### src/rtl/atmega_io_bus_master.sv
// Initiator for the ATmega-style I/O register bus: turns valid/ready commands into
// single-cycle rd_dat/wr_dat strobes, with read-modify-write and poll-until-match.
module atmega_io_bus_master #(
  parameter int unsigned BUS_ADDR_DATA_LEN = 8,
  parameter int unsigned DATA_WIDTH        = 8,
  parameter int unsigned POLL_MAX          = 16,
  parameter int unsigned POLL_GAP          = 4
) (
  input  logic                         clk,
  input  logic                         rst,
  input  logic                         cmd_valid,
  output logic                         cmd_ready,
  input  logic [2:0]                   cmd_op,
  input  logic [BUS_ADDR_DATA_LEN-1:0] cmd_addr,
  input  logic [DATA_WIDTH-1:0]        cmd_data,
  input  logic [DATA_WIDTH-1:0]        cmd_mask,
  output logic                         rsp_valid,
  input  logic                         rsp_ready,
  output logic [DATA_WIDTH-1:0]        rsp_data,
  output logic                         rsp_err,
  output logic [BUS_ADDR_DATA_LEN-1:0] addr_dat,
  output logic                         wr_dat,
  output logic                         rd_dat,
  output logic [DATA_WIDTH-1:0]        bus_dat_out,
  input  logic [DATA_WIDTH-1:0]        bus_dat_in
);

  localparam int unsigned AW       = BUS_ADDR_DATA_LEN;
  localparam int unsigned DW       = DATA_WIDTH;
  localparam int unsigned ATT_W    = $clog2(POLL_MAX + 1);
  localparam int unsigned GAP_W    = (POLL_GAP > 0) ? $clog2(POLL_GAP + 1) : 1;
  localparam int unsigned GAP_LAST = (POLL_GAP > 0) ? POLL_GAP - 1 : 0;

  localparam logic [2:0] OP_WRITE  = 3'd0;
  localparam logic [2:0] OP_READ   = 3'd1;
  localparam logic [2:0] OP_SET    = 3'd2;
  localparam logic [2:0] OP_CLR    = 3'd3;
  localparam logic [2:0] OP_TOGGLE = 3'd4;
  localparam logic [2:0] OP_POLL   = 3'd5;

  typedef enum logic [2:0] {
    S_IDLE = 3'd0,
    S_RD   = 3'd1,
    S_WR   = 3'd2,
    S_GAP  = 3'd3,
    S_RSP  = 3'd4
  } state_e;

  state_e             state_q, state_d;
  logic [2:0]         op_q, op_d;
  logic [AW-1:0]      addr_q, addr_d;
  logic [DW-1:0]      data_q, data_d;
  logic [DW-1:0]      mask_q, mask_d;
  logic [DW-1:0]      wdata_q, wdata_d;
  logic [ATT_W-1:0]   attempt_q, attempt_d;
  logic [GAP_W-1:0]   gap_q, gap_d;
  logic [DW-1:0]      rsp_data_d;
  logic               rsp_err_d;
  logic               rsp_valid_d;
  logic               rd_dat_d;
  logic               wr_dat_d;
  logic [AW-1:0]      addr_dat_d;
  logic [DW-1:0]      bus_dat_out_d;

  assign cmd_ready = (state_q == S_IDLE) & ~rst;

  // State and registered bus/response outputs
  always_ff @(posedge clk) begin
    if (rst) begin
      state_q     <= S_IDLE;
      op_q        <= '0;
      addr_q      <= '0;
      data_q      <= '0;
      mask_q      <= '0;
      wdata_q     <= '0;
      attempt_q   <= '0;
      gap_q       <= '0;
      rsp_data    <= '0;
      rsp_err     <= 1'b0;
      rsp_valid   <= 1'b0;
      rd_dat      <= 1'b0;
      wr_dat      <= 1'b0;
      addr_dat    <= '0;
      bus_dat_out <= '0;
    end else begin
      state_q     <= state_d;
      op_q        <= op_d;
      addr_q      <= addr_d;
      data_q      <= data_d;
      mask_q      <= mask_d;
      wdata_q     <= wdata_d;
      attempt_q   <= attempt_d;
      gap_q       <= gap_d;
      rsp_data    <= rsp_data_d;
      rsp_err     <= rsp_err_d;
      rsp_valid   <= rsp_valid_d;
      rd_dat      <= rd_dat_d;
      wr_dat      <= wr_dat_d;
      addr_dat    <= addr_dat_d;
      bus_dat_out <= bus_dat_out_d;
    end
  end

  // Next-state and next-output decode; strobes follow the state being entered
  always_comb begin
    state_d       = state_q;
    op_d          = op_q;
    addr_d        = addr_q;
    data_d        = data_q;
    mask_d        = mask_q;
    wdata_d       = wdata_q;
    attempt_d     = attempt_q;
    gap_d         = gap_q;
    rsp_data_d    = rsp_data;
    rsp_err_d     = rsp_err;
    rsp_valid_d   = 1'b0;
    rd_dat_d      = 1'b0;
    wr_dat_d      = 1'b0;
    addr_dat_d    = '0;
    bus_dat_out_d = '0;

    unique case (state_q)
      S_IDLE: begin
        if (cmd_valid) begin
          op_d       = cmd_op;
          addr_d     = cmd_addr;
          data_d     = cmd_data;
          mask_d     = cmd_mask;
          attempt_d  = '0;
          gap_d      = '0;
          rsp_data_d = '0;
          rsp_err_d  = 1'b0;
          case (cmd_op)
            OP_WRITE: begin
              wdata_d = cmd_data;
              state_d = S_WR;
            end
            OP_READ, OP_SET, OP_CLR, OP_TOGGLE, OP_POLL: state_d = S_RD;
            default: begin
              rsp_err_d = 1'b1;
              state_d   = S_RSP;
            end
          endcase
        end
      end

      S_RD: begin
        rsp_data_d = bus_dat_in;
        attempt_d  = attempt_q + ATT_W'(1);
        case (op_q)
          OP_SET: begin
            wdata_d = bus_dat_in | data_q;
            state_d = S_WR;
          end
          OP_CLR: begin
            wdata_d = bus_dat_in & ~data_q;
            state_d = S_WR;
          end
          OP_TOGGLE: begin
            wdata_d = bus_dat_in ^ data_q;
            state_d = S_WR;
          end
          OP_POLL: begin
            if (((bus_dat_in ^ data_q) & mask_q) == '0) begin
              rsp_err_d = 1'b0;
              state_d   = S_RSP;
            end else if (attempt_d == ATT_W'(POLL_MAX)) begin
              rsp_err_d = 1'b1;
              state_d   = S_RSP;
            end else if (POLL_GAP == 0) begin
              state_d = S_RD;
            end else begin
              gap_d   = '0;
              state_d = S_GAP;
            end
          end
          default: state_d = S_RSP;
        endcase
      end

      S_WR: state_d = S_RSP;

      S_GAP: begin
        if (gap_q == GAP_W'(GAP_LAST)) begin
          state_d = S_RD;
        end else begin
          gap_d = gap_q + GAP_W'(1);
        end
      end

      S_RSP: begin
        if (rsp_ready) begin
          state_d = S_IDLE;
        end
      end

      default: state_d = S_IDLE;
    endcase

    rsp_valid_d = (state_d == S_RSP);
    rd_dat_d    = (state_d == S_RD);
    wr_dat_d    = (state_d == S_WR);
    if (state_d == S_RD || state_d == S_WR) begin
      addr_dat_d = addr_d;
    end
    if (state_d == S_WR) begin
      bus_dat_out_d = wdata_d;
    end
  end

endmodule

### config.mk
export PLATFORM = sky130hd
export DESIGN_NAME = atmega_io_bus_master
export DESIGN_NICKNAME = d
export VERILOG_FILES = /design/src/rtl/atmega_io_bus_master.sv
export SDC_FILE = /design/constraint.sdc
export NUM_CORES = 1
export LEC_CHECK = 0
export CAP_MARGIN = 5
export CORE_MARGIN = 3
export CORE_UTILIZATION = 30
export CTS_CLUSTER_SIZE = 16
export DETAILED_ROUTE_END_ITERATION = 10
export GPL_TIMING_DRIVEN = 0
export HOLD_SLACK_MARGIN = 0.03
export PLACE_DENSITY = 0.5
export SKIP_LAST_GASP = 1
export SLEW_MARGIN = 20
export SYNTH_ARGS = -nofsm -noshare
export SYNTH_HDL_FRONTEND = slang
export SYNTH_SLANG_ARGS = --single-unit
### constraint.sdc
create_clock -name clk -period 2.1 [get_ports clk]
set_clock_uncertainty 0.2 [all_clocks]
set_input_delay 0.42 -clock clk [delete_from_list [all_inputs] [get_ports clk]]
set_output_delay 0.42 -clock clk [all_outputs]
set_load 0.005 [all_outputs]
Yosys cells after proc, flatten, opt, wreduce, memory -nomap -nowiden

Cells that the tools add are included.

Bits in registers: 74
Bits of input ports: 39
Output and inout bits: 29
Word-level logic and storage cells: 95

Reductions and logical operators: 15
Multiplexer cells: 30
Equal/unequal tests: 24
Bitwise logic cells: 9
Add/subtract/negate cells: 2

Operators by type and width:

| operator                                       | number |
|---|---|
| two-way mux 8 bit                              | 5 |
| one-hot mux 8 bit (2 select lines)             | 2 |
| two-way mux 3 bit                              | 10 |
| == test 3 x 2 -> 1 bit (second input constant) | 8 |
| one-hot mux 8 bit (3 select lines)             | 1 |
| == test 3 bit (second input constant)          | 6 |
| AND 8 bit                                      | 2 |
| one-hot mux 3 bit (5 select lines)             | 1 |
| one-hot mux 3 bit (2 select lines)             | 2 |
| inequality test 2 bit (second input constant)  | 5 |
| one-hot mux 5 bit (2 select lines)             | 1 |
| == test 3 x 1 -> 1 bit (second input constant) | 3 |
| one-hot mux 3 bit (3 select lines)             | 1 |
| logical NOT 8 bit                              | 1 |
| NOT 8 bit                                      | 1 |
| bitwise OR 8 bit                               | 1 |
| bitwise XOR 8 bit                              | 1 |
| logical NOT 3 bit                              | 2 |
| AND reduction 6 bit                            | 1 |
| OR reduction 6 bit                             | 1 |
| adder 5 x 1 -> 5 bit (second input constant)   | 1 |
| == test 5 bit (second input constant)          | 1 |
| two-way mux 1 bit                              | 5 |
| two-way mux 5 bit                              | 1 |
| 13 further kinds                               | 17 |

Logic depth before layout (Yosys ltp)

Gate-level depths: netlist of run 1.

Depth in word-level cells: 10
Depth in mapped cells: 7
Mapped depth without buffers: 7

Worst setup path before layout of run 1

OpenSTA, ideal clock, no wires.

Path kind: input-to-reg
Start: in bus_dat_in[0]
End: reg state_q[0]
Slack: 0.255 ns
Data required time: 1.826 ns
Arrival: 1.571 ns
Setup time: 0.074 ns
Stages on the path: 7
Path buffers: 0
Path through: inv_1 > ha_1 > a22oi_1 > and4_1 > a31o_2 > or2_1 > a31oi_1

Longest elaborated chain between the ends: 6

RTL lines:

| item                               | RTL line | text |
|---|---|---|
| start: declaration                 | 25       | `input logic [DATA_WIDTH-1:0] bus_dat_in` |
| bitwise XOR 8 bit                  | 164      | `if (((bus_dat_in ^ data_q) & mask_q) == '0) begin` |
| AND 8 bit                          | 164      |  |
| logical NOT 8 bit                  | 164      |  |
| two-way mux 3 bit                  | 164      |  |
| one-hot mux 3 bit (2 select lines) | 150      | `case (op_q)` |
| one-hot mux 3 bit (5 select lines) | 122      | `unique case (state_q)` |
| end signal: assignment             | 86       | `state_q <= state_d;` |
| end: declaration                   | 49       | `state_e state_q, state_d;` |

Every way passes these cells.
A chain may end at the register's enable or synchronous reset.

Worst setup path in the final report of run 1

Start: in bus_dat_in[2]
End: reg gap_q[1]

Longest elaborated chain between the ends: 5

RTL lines:

| item                            | RTL line | text |
|---|---|---|
| bitwise XOR 8 bit               | 164      |  |
| AND 8 bit                       | 164      |  |
| logical NOT 8 bit               | 164      |  |
| inequality test 2 bit (no line) | -        |  |
| AND reduction 6 bit (no line)   | -        |  |
| end signal: assignment          | 93       | `gap_q <= gap_d;` |
| end: declaration                | 56       | `logic [GAP_W-1:0] gap_q, gap_d;` |

Every way passes these cells.

==> results of run 1 <==
==> metrics by stage <==
stage / area, µm² / worst slack (ns)
after floorplan: 3370 / 0.255
after global placement: 4220 / -0.706
after detailed placement: 4220 / -0.716
after CTS: 4440 / -0.0974
after global routing: 4470 / -0.0407
final: 4470 / 0.0583
==> layer usage <==
| metal | up-vias | GRT usage (%) |
|---|---|---|
| met5 | - | 0 |
| met4 | 0 | 6.81 |
| li1 | 1522 | - |
| met1 | 1370 | 20.3 |
| met3 | 6 | 2.50 |
| met2 | 55 | 24.4 |
==> where the power goes <==
group	switching, mW	total, mW	internal [mW]
sequential	0.0502	1.52	1.47
combinational	0.399	0.719	0.320
clock	0.522	0.998	0.476
==> cell type report <==
| cell class | instances | area [µm²] | area share [%] |
|---|---|---|---|
| Clock buffer | 11 | 151 | 3.39 |
| Multi-Input combinational cell | 275 | 1790 | 40.0 |
| Sequential cell | 73 | 1460 | 32.7 |
| Timing Repair Buffer | 69 | 672 | 15.0 |
| Tap cell | 140 | 175 | 3.92 |
| Buffer | 20 | 113 | 2.52 |
| Clock inverter | 3 | 17.5 | 0.392 |
| Inverter | 24 | 90.1 | 2.02 |
==> logic make-up after synthesis <==
family | Yosys count | synth area share [%]
muxes | 8 | 2.38
buffers and inverters | 45 | 5.57
adders and majority gates | 19 | 7.05
AOI/OAI and AO/OA | 99 | 19.3
DFF | 73 | 43.4
xor gates and xnor gates | 1 | 0.260
and+or+nand+nor | 148 | 22.0
==> worst max-delay path: cells and delay by family <==
| family | cells | cell delay [ns] |
|---|---|---|
| AO/OA/AOI/OAI | 3 | 0.62 |
| AND/OR/NAND/NOR | 2 | 0.40 |
| buffers and inverters | 2 | 0.34 |
| adder cells (fa/ha/maj) | 1 | 0.32 |
==> flip-flops by register name, summed over array words and instances, names as in the netlist <==
| register | cells |
|---|---|
| rsp_err | 1 |
| state_q | 3 |
| wr_dat | 1 |
| bus_dat_out | 8 |
| mask_q | 8 |
| attempt_q | 5 |
| op_q | 3 |
| wdata_q | 7 |
| rd_dat | 1 |
| addr_q | 8 |
| addr_dat | 8 |
| rsp_valid | 1 |
| gap_q | 3 |
| rsp_data | 8 |
| data_q | 8 |
==> worst min path at each step <==
stage	end	slack, ns
detailed placement	data_q[2]	0.25
finish	rsp_data[7]	0.19
global placement	data_q[2]	0.24
floorplan	mask_q[3]	0.24
CTS	data_q[2]	0.26
global route	rsp_data[7]	0.21
==> cell usage in the layout, fill, tap and decap left out, drive strengths merged, types with 13 or more instances in the layout <==
master	count
a22oi	13
o21ai	16
inv	24
nor2	53
clkdlybuf4s50	53
ha	19
nand2	49
dfxtp	73
clkbuf	26
a21oi	39
==> repair_timing <==
item,CTS,global route
pin swaps,4,2
endpoints found under the setup margin,32,37
buffers inserted,2,0
gates cloned,0,0
resized for setup,23,18
==> run_results.csv, run 1 <==
group,metric,value,unit
routing,drtAntennaViolNets,0,
yosys,synth_seq_cells,73,
placed_design,io_buffers,67,
sta,rsz_0062_raised_after_global_routing,"true",
floorplanning,die_width,112,µm
global_routing,grt_usage,15.3,%
routing,route.detailed.vias_per_inst,4.80,
routing,vias,2953,
hold_path,min_path_cells,3,
setup_path,worst_ep_required_time,2.17,ns
yosys,synth_top_cell_area_share,43.4,%
hold_path,hold_path.startpoint,"bus_dat_in[7]",
yosys,postSynthNetCount,451,
yosys,synth.cells.most_frequent,"73 x sky130_fd_sc_hd__dfxtp_1, 52 x sky130_fd_sc_hd__nor2_1, 48 x sky130_fd_sc_hd__nand2_1",
cells_and_area,diodes,0,
routing,detailedRoute.firstPassIterationCount,4,
sta,achievable-frequency,490,MHz
cts,cts_inserted_buffers,9,
setup_path,worst_setup_path_startpoint,"bus_dat_in[2]",
setup_path,crit_end,"gap_q[1]",
yosys,synth_seq_area_share,43.4,%
floorplanning,die_y_extent,112,µm
cts,tritoncts,"done",
cts,worstSkewPairLatency,0.36,ns
cts,cts_htree_levels,3,
sta,setup_viol,0,
routing,totalWireLength,9450,µm
global_routing,maximum_number_of_pins_on_one_net_before_global_route_repair,12,
cells_and_area,synthToLayoutAreaGrowth,32.5,%
placed_design,place_hpwl,7160,µm
setup_path,reg2reg_setup_slack,0.09,ns
power,p_per_area,725,nW/µm²
sta,final.period_utilization,97.2,%
yosys,yosys_warnings,0,
sta,tightestPinTransition,0.578,ns
setup_path,crit_arrival,2.11,ns
floorplanning,core-area,10900,µm²
yosys,ys_dominant_reg_cell,"sky130_fd_sc_hd__dfxtp_1",
routing,routedWlPerCell,15.4,µm
floorplanning,initial_core_util,31.0,%
cts,cts_hold_repair.buffers,0,
yosys,netlist_top_cells_area,"sky130_fd_sc_hd__dfxtp_1 43%, sky130_fd_sc_hd__ha_1 7.1%, sky130_fd_sc_hd__nor2_1 5.8%, sky130_fd_sc_hd__a21oi_1 5.6%, sky130_fd_sc_hd__nand2_1 5.3%",
yosys,avgSynthCellArea,8.58,µm²
routing,route.met2.wl,4360,µm
cells_and_area,final_layout_size_suffix_gt1_share,10.7,%
sta,timing.hold.ws,0.191,ns
floorplanning,fp.dieArea,12500,µm²
setup_path,type_of_destination_of_the_critical_path,"flip-flop",
setup_path,crit_path_start_kind,"input pin",
yosys,post-synth-top-count-cell,"sky130_fd_sc_hd__dfxtp_1",
routing,met3RoutedLength,352,µm
routing,met1_length,4660,µm
sta,fin_setup_tns,0,ns
power,power.leakage,1.74,nW
sta,maxSlewViolCount,0,
yosys,synthCells,393,
routing,drtIter0Drc,187,
placed_design,dp.cells,600,
setup_path,cp_max_fo,5,
power,ir_worst_vdd,0.278,mV
setup_path,path_class,"input pin to flip-flop",
setup_path,rr_startpoint,"data_q[1]",
yosys,synth_edf_count,0,
routing,drcViolationCount,0,
sta,fin_crit,2.04,ns
yosys,async_reset_ff_share,0,%
run,cap_viol_max_count,0,
cells_and_area,finalCoreUtilization,41.0,%
cts,cts-root-buf,"sky130_fd_sc_hd__clkbuf_8",
routing,maxUsedRoutingLayer,"met4",
hold_path,min-delay-path-class,"input pin to flip-flop",
cts,cts_num_sinks,73,
cells_and_area,layout.filler_cells,1139,
status,result_of_the_run,"finished, final reports clean",
global_routing,grt_overflow,0,
setup_path,timing.critical_path.slowest_stage_cell,"sky130_fd_sc_hd__ha_1",
global_routing,grt_pass1_vias,2828,
floorplanning,ios,68,
setup_path,path_cells,"dlygate4sd2_1, inv_1, ha_1, a22oi_1, and4_4, a31o_4, nand2_1, a311oi_1",
sta,final_hold_viol_count,0,
cts,clkTransAtPathRegs,0.07,ns
setup_path,critical_path.max_stage_delay,0.32,ns
global_routing,wire_length_of_the_first_global_routing_pass,14900,µm
yosys,synth_top_cell_by_area,"sky130_fd_sc_hd__dfxtp_1",
power,total_power,3.24,mW
yosys,synth_cell_type_count,48,
placed_design,place.gp.congestion,0.807,
floorplanning,row_count,38,
setup_path,worst_r2r_endpoint,"gap_q[1]",
cells_and_area,nets,530,
sta,maxSlewHeadroom,61.5,%
cts,clock_path_buffers,2,
setup_path,reg2regPathDepth,7,
global_routing,grt_antenna_before_repair,0,
yosys,synth.cell_area,3370,µm²
cells_and_area,finish.cell_count_without_fillers,615,
Power figures use the tool's default switching activity.
==> run 2: changes to the inputs <==
MAX_ROUTING_LAYER = met4   (was not set)
PLACE_DENSITY = not set   (was 0.5)
==> run 2 against run 1 <==
Effect of this change: wire length shrank 3.6%; maximum frequency grew 1.7%; non-clock buffer count shrank 1; sequential power is essentially flat; flip-flop and latch count is the same; final area grew 0.87%; register-to-register slack gained 0.03 ns; clock power grew 9%; core utilization grew 0.36 points; sequential share of layout area shrank 0.28 points; combinational power is essentially flat; critical path type is now flip-flop to primary output; critical endpoint is now cmd_ready.
==> run_results.csv, run 2 (synthesized netlist as in run 1, its figures left out) <==
group,metric,value,unit
cts,clock_path_buffers,2,
placed_design,io_buffers,67,
routing,detailedRoute.firstPassIterationCount,4,
sta,achievable-frequency,498,MHz
cells_and_area,final_layout_size_suffix_gt1_share,10.9,%
routing,totalWireLength,9110,µm
setup_path,crit_arrival,1.39,ns
global_routing,maximum_number_of_pins_on_one_net_before_global_route_repair,12,
routing,drtIter0Drc,179,
placed_design,place_hpwl,6930,µm
cts,cts_inserted_buffers,9,
floorplanning,row_count,38,
placed_design,place.gp.congestion,0.861,
cts,cts_hold_repair.buffers,0,
run,cap_viol_max_count,0,
cells_and_area,postLayoutCellArea,4510,µm²
routing,routedWlPerCell,14.8,µm
global_routing,wire_length_of_the_first_global_routing_pass,14800,µm
sta,rsz_0062_raised_after_global_routing,"true",
setup_path,crit_path_start_kind,"flip-flop",
cells_and_area,final_cell_mix,"73 x sky130_fd_sc_hd__dfxtp_1, 53 x sky130_fd_sc_hd__clkdlybuf4s50_1, 52 x sky130_fd_sc_hd__nor2_1",
cells_and_area,mostFrequentLayoutCell,"sky130_fd_sc_hd__dfxtp_1",
cells_and_area,diodes,0,
power,power.switching_fraction,28.7,%
global_routing,grt_overflow,0,
floorplanning,ios,68,
sta,setup_viol,0,
routing,drtAntennaViolNets,0,
power,combinationalPowerShare,21.6,%
power,ir_worst_vdd,0.260,mV
setup_path,worst_ep_required_time,1.48,ns
sta,tightestPinTransition,0.590,ns
cts,cts_htree_levels,3,
routing,route.detailed.vias_per_inst,4.90,
setup_path,path_class,"flip-flop to primary output",
setup_path,cp_max_fo,10,
status,result_of_the_run,"finished, final reports clean",
cts,cts_num_sinks,73,
sta,final_hold_viol_count,0,
power,total_power,3.33,mW
global_routing,grt_pass1_vias,2877,
power,clkPwrFrac,32.7,%
sta,final.period_utilization,95.6,%
sta,fin_crit,2.01,ns
global_routing,grt_usage,15.3,%
cts,cts-root-buf,"sky130_fd_sc_hd__clkbuf_8",
floorplanning,initial_core_util,31.0,%
sta,maxSlewHeadroom,60.6,%
power,power.leakage,1.76,nW
cts,clkTransAtPathRegs,0.08,ns
placed_design,dpl_worst_slack,-0.708,ns
floorplanning,core-area,10900,µm²
routing,vias,3018,
floorplanning,fp.dieArea,12500,µm²
routing,drcViolationCount,0,
power,seq_power_share,45.7,%
power,p_int,2.37,mW
sta,least_setup_slack_across_all_paths_after_layout,0.0916,ns
setup_path,type_of_destination_of_the_critical_path,"primary output",
global_routing,grt_antenna_before_repair,0,
cells_and_area,synthToLayoutAreaGrowth,33.7,%
cells_and_area,nets,529,
cts,tritoncts,"done",
floorplanning,die_width,112,µm
floorplanning,die_y_extent,112,µm
cts,worstSkewPairLatency,0.36,ns
hold_path,min-delay-path-class,"input pin to flip-flop",
power,p_per_area,738,nW/µm²
sta,maxSlewViolCount,0,
power,power_dissipated_by_switching_net_loads,0.956,mW
placed_design,placement.cell_area,4220,µm²
## run 2: critical path, stage by stage, from the launching register on
cell,delay [ns]
sky130_fd_sc_hd__dfxtp_1,0.31
sky130_fd_sc_hd__clkbuf_4,0.18
sky130_fd_sc_hd__clkbuf_4,0.20
sky130_fd_sc_hd__nor3_2,0.20
sky130_fd_sc_hd__clkbuf_2,0.14
## run 2: worst paths after layout
kind,from,to,slack [ns],cells after the start
worst max-delay path,state_q[0],cmd_ready,0.09,4
worst min-delay path,bus_dat_in[3],rsp_data[3],0.22,3
worst max register to register,data_q[1],gap_q[0],0.12,7
worst min register to register,data_q[0],data_q[0],0.26,2
## run 2: final cells by class
| type | instances | area, µm² |
|---|---|---|
| Timing Repair Buffer | 69 | 677 |
| Multi-Input combinational cell | 275 | 1800 |
| Clock inverter | 3 | 40.0 |
| Inverter | 24 | 90.1 |
| Sequential cell | 73 | 1460 |
| Tap cell | 140 | 175 |
| Fill cell | 1094 | 6380 |
| Clock buffer | 13 | 149 |
| Buffer | 19 | 109 |
## run 2: routing by layer
metal / GRT usage, % / wire length [µm] / vias to the layer above
met5: - / 0 / -
met4: 7.29 / 228 / 0
met3: 3.04 / 559 / 17
met2: 23.1 / 4290 / 77
met1: 19.5 / 4030 / 1400
li1: - / - / 1524
## run 2: what timing repair did
action,4_1_cts,5_1_grt
pin swaps,3,1
buffers inserted,2,0
endpoints found under the hold margin,0,0
endpoints found under the setup margin,30,31
resized for setup,23,19
## run 2: per-stage QoR
step                cells  setup TNS (ns)  hold WS [ns]  util [%]
detailed placement    600          -25.61         0.247      38.7
global placement      600          -24.44         0.242      38.7
global route          616         -0.0163         0.261      41.4
floorplan             393               0         0.236         -
finish                616               0         0.219      41.4
CTS                   617         -0.0763         0.258      40.9
## run 2: power groups by stage
stage | registers (mW) | clock network, mW | logic, mW
2_1_floorplan | 1.54 | 0 | 0.407
3_3_place_gp | 1.55 | 0 | 0.673
3_5_place_dp | 1.55 | 0 | 0.683
4_1_cts | 1.52 | 1.12 | 0.705
5_1_grt | 1.53 | 1.16 | 0.797
6_report | 1.52 | 1.09 | 0.719
